<file path="src/rtl/uart_tx.sv">
// FIFO-buffered 8N1 UART transmitter with registered, idle-high serial output.
// An accepted write reaches the line one edge after it lands; writes into a full FIFO are dropped and flagged.
module uart_tx #(
  parameter int CLKS_PER_BIT = 16,
  parameter int FIFO_DEPTH   = 4
) (
  input  logic                          clk,
  input  logic                          rst,
  input  logic                          csr_uart_tx_valid,
  input  logic [7:0]                    csr_uart_tx_data,
  output logic                          uart_tx_full,
  output logic                          uart_tx_empty,
  output logic                          uart_tx_ovf,
  output logic [$clog2(FIFO_DEPTH):0]   uart_tx_count,
  output logic                          uart_txd
);

  localparam int PW = $clog2(FIFO_DEPTH);
  localparam int CW = PW + 1;
  localparam int BW = (CLKS_PER_BIT > 1) ? $clog2(CLKS_PER_BIT) : 1;

  typedef enum logic [1:0] {IDLE, START, DATA, STOP} state_t;

  logic [7:0]    mem_q [FIFO_DEPTH];
  logic [PW-1:0] wr_ptr_q, rd_ptr_q;
  logic [CW-1:0] count_q, count_d;
  state_t        state_q, state_d;
  logic [BW-1:0] baud_q, baud_d;
  logic [2:0]    bit_q, bit_d;
  logic [7:0]    shift_q, shift_d;
  logic          txd_q, txd_d;
  logic          ovf_q;

  logic          push, pop, baud_wrap, have_data;
  logic [2:0]    bit_nxt;

  assign uart_tx_full  = (count_q == CW'(FIFO_DEPTH));
  assign uart_tx_empty = (count_q == '0) && (state_q == IDLE);
  assign uart_tx_ovf   = ovf_q;
  assign uart_tx_count = count_q;
  assign uart_txd      = txd_q;

  // Full is judged on registered count, so a same-edge pop never rescues a write.
  assign push      = csr_uart_tx_valid & ~uart_tx_full;
  assign have_data = (count_q != '0);
  assign baud_wrap = (baud_q == BW'(CLKS_PER_BIT - 1));
  assign bit_nxt   = bit_q + 3'd1;

  always_comb begin
    count_d = count_q;
    unique case ({push, pop})
      2'b10:   count_d = count_q + CW'(1);
      2'b01:   count_d = count_q - CW'(1);
      default: count_d = count_q;
    endcase
  end

  always_comb begin
    state_d = state_q;
    baud_d  = baud_q;
    bit_d   = bit_q;
    shift_d = shift_q;
    txd_d   = txd_q;
    pop     = 1'b0;
    unique case (state_q)
      IDLE: begin
        txd_d = 1'b1;
        if (have_data) begin
          pop     = 1'b1;
          shift_d = mem_q[rd_ptr_q];
          state_d = START;
          baud_d  = '0;
          txd_d   = 1'b0;
        end
      end
      START: begin
        if (baud_wrap) begin
          state_d = DATA;
          baud_d  = '0;
          bit_d   = 3'd0;
          txd_d   = shift_q[0];
        end else begin
          baud_d = baud_q + BW'(1);
        end
      end
      DATA: begin
        if (baud_wrap) begin
          baud_d = '0;
          if (bit_q == 3'd7) begin
            state_d = STOP;
            txd_d   = 1'b1;
          end else begin
            bit_d = bit_nxt;
            txd_d = shift_q[bit_nxt];
          end
        end else begin
          baud_d = baud_q + BW'(1);
        end
      end
      STOP: begin
        if (baud_wrap) begin
          baud_d = '0;
          // Chain straight into the next start bit so queued frames leave no idle gap.
          if (have_data) begin
            pop     = 1'b1;
            shift_d = mem_q[rd_ptr_q];
            state_d = START;
            txd_d   = 1'b0;
          end else begin
            state_d = IDLE;
            txd_d   = 1'b1;
          end
        end else begin
          baud_d = baud_q + BW'(1);
        end
      end
      default: begin
        state_d = IDLE;
        txd_d   = 1'b1;
      end
    endcase
  end

  always_ff @(posedge clk) begin
    if (push) mem_q[wr_ptr_q] <= csr_uart_tx_data;
  end

  always_ff @(posedge clk or posedge rst) begin
    if (rst) begin
      wr_ptr_q <= '0;
      rd_ptr_q <= '0;
      count_q  <= '0;
      state_q  <= IDLE;
      baud_q   <= '0;
      bit_q    <= '0;
      shift_q  <= '0;
      txd_q    <= 1'b1;
      ovf_q    <= 1'b0;
    end else begin
      if (push) wr_ptr_q <= wr_ptr_q + PW'(1);
      if (pop)  rd_ptr_q <= rd_ptr_q + PW'(1);
      count_q <= count_d;
      state_q <= state_d;
      baud_q  <= baud_d;
      bit_q   <= bit_d;
      shift_q <= shift_d;
      txd_q   <= txd_d;
      ovf_q   <= csr_uart_tx_valid & uart_tx_full;
    end
  end

endmodule

</file>
<file path="config.mk">
export PLATFORM = sky130hd
export DESIGN_NAME = uart_tx
export DESIGN_NICKNAME = d
export VERILOG_FILES = /design/src/rtl/uart_tx.sv
export SDC_FILE = /design/constraint.sdc
export NUM_CORES = 1
export LEC_CHECK = 0
export CAP_MARGIN = 40
export CORE_MARGIN = 5
export CORE_UTILIZATION = 45
export CTS_CLUSTER_DIAMETER = 40
export CTS_CLUSTER_SIZE = 25
export DETAILED_ROUTE_END_ITERATION = 8
export PLACE_DENSITY_LB_ADDON = 0.25
export SETUP_SLACK_MARGIN = 0.15
export SYNTH_ARGS = -nofsm -noshare
export SYNTH_HDL_FRONTEND = slang
export SYNTH_SLANG_ARGS = --single-unit
</file>
<file path="constraint.sdc">
create_clock -name clk -period 4.9 [get_ports clk]
set_input_delay 0.735 -clock clk [delete_from_list [all_inputs] [get_ports clk]]
set_output_delay 0.735 -clock clk [all_outputs]
set_load 0.005 [all_outputs]
</file>
==> metrics.txt <==
setup violation total in the final timing report=0; worst endpoint data arrival time=about 2.2 ns; post-synthesis share of cell area spent on and, or, nand and nor gates=7.46%; clock buffer count from CTS=9; effective utilization at floorplan=46.9%; count of hold buffers inserted by post-cts repair=0; Clock Power Share=32.6%; maximum number of pins on one net before global-route repair=16; total negative slack for setup checks=0 ns; GRT Total Usage=14.6%; startpoint type of the worst setup path=flip-flop; Worst Hold Slack=0.508 ns; register area share after synthesis=61.3%; register clock-pin slew on the reported worst setup and hold paths=0.06 ns; chip width=roughly 86 microns; Post-Route Utilization=54.8%; global-route wire length before repair=~8100 microns; Post-synth top flop=edfxtp_1; vias=about 1500; DR vias/cell=5.48; P&R area growth vs syn=16.6%; CTS Root Buffer Type=clkbuf_8; Post-layout nets=226; number of levels the H-tree was split into=3; dominant combinational cell family by area after synthesis=multiplexers; Yosys top cell area share=a little over a third; Synth top cells by count=edfxtp_1, dfrtp_1, ha_1, nand2_1; flip-flop and latch count after synthesis=58; final clock period utilization by the worst path=approximately three fifths; Std-Cell Rows=27; antenna cell count=0; total congestion overflow=0; count of routing violations after the opening detailed-route iteration=40; top-level I/O count=18; sort of element at the end of the critical path=output pin; Synth Instances=around 180; ranking of synthesized cells by area=edfxtp_1, dfrtp_1, mux4_2, ha_1, mux2_2; Switch Pwr=about 0.00032 W; nets in the synthesized netlist=between 200 and 250; antenna violations before repair=0; number of input and output port buffers inserted=17; endpoint required time on the critical path=about 4.2 ns; result of the run=finished clean; worst skew pair latency=0.33 ns; total number of clock tree sinks=58; xor and xnor area share after synthesis=2.00%; routability cong.=~0.73; Fin. Hold Viols=0; post-synthesis instance area=2630 sq um; number of detailed-routing iterations run before antenna repair=4; count of flip-flops with a built-in enable after synthesis=32; number of buffers between clock root and the deepest sink=2; vias in the first global route=1658; Pleak=~1.2 nW; Adder-Cell Fraction of Synth Area=6.94%; CTS tree=built; internal reg-to-reg setup slack=2.32 ns; classification of the worst-slack hold path=reg -> reg; DIE HEIGHT=86.5 microns; fraction of final layout cells with drive strength greater than 1=18.9%; clock skew after layout=0.00823 ns; Max-Slew Margin vs Limit=55.4%; Register Area=~1600 sq um; hpwl dp=3360 microns; peak supply drop=309 uV; reported max-cap violation count=0; setup repair after global routing missed its margin=false; P_int=0.000927 W; post-detailed-route wirelength per cell=roughly 17 microns; share of the synthesized area in compound gates (AO/OA/AOI/OAI)=7.18%; Filler cells=478; minimum clock period after layout=2.98 ns; Setup Slack @ Placement=approximately 2.3 ns; power per cell area=406 nW/um^2; post_cts resized=0; antenna-violating nets left=0; floorplan core area=5610 sq um; routed wire length=approximately 4700 microns; final worst slack=1.92 ns; critical path start-end classification=reg -> out; number of pins with negative max-slew slack in the final report=0; mux contribution to synthesized area=13.1%; Yosys cell types=40; die area=7480 sq um; Slew @ Worst Pin=0.668 ns; Crit Path Max Fanout=8; switching power share of the total=25.6%; DRC=0; Post-Synthesis Mean Instance Area=15.0 sq um; biggest area consumer among synthesized cells=edfxtp_1; async set-or-reset flop fraction in the synthesized netlist=~45%; yosys synthesis warning count=0; Combinational Power Share=15.7%; most frequent cell after synthesis=edfxtp_1; share of total power in sequential cells=51.7%; Post-CTS Setup Inserts=0; area used by multi-input combinational logic=just under 1000 sq um; Max Clock Freq=0.336 GHz
-- critical path: stages (launching register included) --
cell and delay [ns]:
dfrtp_1 0.40, inv_1 0.15, ha_1 0.18, nor4b_2 0.56, clkdlybuf4s50_1 0.63
-- cells by family (layout without fill, tap and decap cells) --
kind of cell / after synthesis / in the layout
mux: 22 / 22
compound gates: 26 / 26
fa+ha+maj: 14 / 14
flops: 58 / 58
simple gates: 36 / 36
xor+xnor: 6 / 6
buf+inv: 14 / 44
-- placed cells by master, fill, tap and decap left out, drive strengths merged, types with 2 or more instances in the layout --
cell type	netlist	final
edfxtp	32	32
a21o	2	2
a22o	3	3
clkinv	0	3
mux2	10	10
xor2	3	3
and3	6	6
mux4	9	9
clkbuf	2	12
nand2	12	12
a41oi	2	2
nand4	2	2
nor2	5	5
a21oi	2	2
mux2i	3	3
xnor2	3	3
nor3	3	3
o21ai	11	11
ha	13	13
inv	10	10
clkdlybuf4s50	0	17
or2	2	2
dfrtp	25	25
-- power by group through the flow --
stage          Sequential (W)  Combinational (W)  Clock (W)
2_1_floorplan        0.000641           0.000116          0
3_3_place_gp         0.000646           0.000189          0
3_5_place_dp         0.000653           0.000201          0
4_1_cts              0.000645           0.000202   0.000414
5_1_grt              0.000651           0.000219   0.000439
6_report             0.000644           0.000195   0.000406
-- through the flow --
step / std cells / power [W] / area [sq um]
final: 278 / 0.00125 / 3070
after global routing: 278 / 0.00131 / 3070
after CTS: 278 / 0.00126 / 3070
after detailed placement: 262 / 0.000854 / 2890
after global placement: 261 / 0.000835 / 2880
after floorplan: 176 / 0.000756 / 2630
-- final timing paths --
path,from,end,depth (start not counted)
max in group asynchronous,rst,state_q[1],3
max,state_q[0],uart_tx_empty,4
min in group asynchronous,rst,baud_q[0],2
min reg2reg,shift_q[7],shift_q[7],1
max reg2reg,state_q[0],uart_tx_count[2],9
min,shift_q[7],shift_q[7],1
-- layout make-up --
| cell class | instances | area share, % |
|---|---|---|
| clock buffers | 12 | 4.40 |
| repair buffers | 18 | 6.03 |
| clock inverters | 4 | 1.43 |
| inverters | 10 | 1.22 |
| multi-input cells | 104 | 31.5 |
| well taps | 72 | 2.93 |
| flip-flops and latches | 58 | 52.5 |
-- registers in the layout (all words and copies together), names as in the netlist --
signal and count:
state_q 2, bit_q 3, uart_tx_ovf 1, baud_q 4, uart_txd 1, rd_ptr_q 2
mem_q 32, shift_q 8, wr_ptr_q 2, uart_tx_count 3
-- layer usage --
metal  wire, microns  share of wire, %  vias up  global-route usage (%)
met5               0                 0        -                       0
li1                -                 -      712                       -
met1            2040                43      776                    17.1
met4              71               1.5        0                    6.37
met3             163               3.4        7                    4.94
met2            2460                52       28                    24.2
Note: power is estimated with default switching activity, not from simulation.
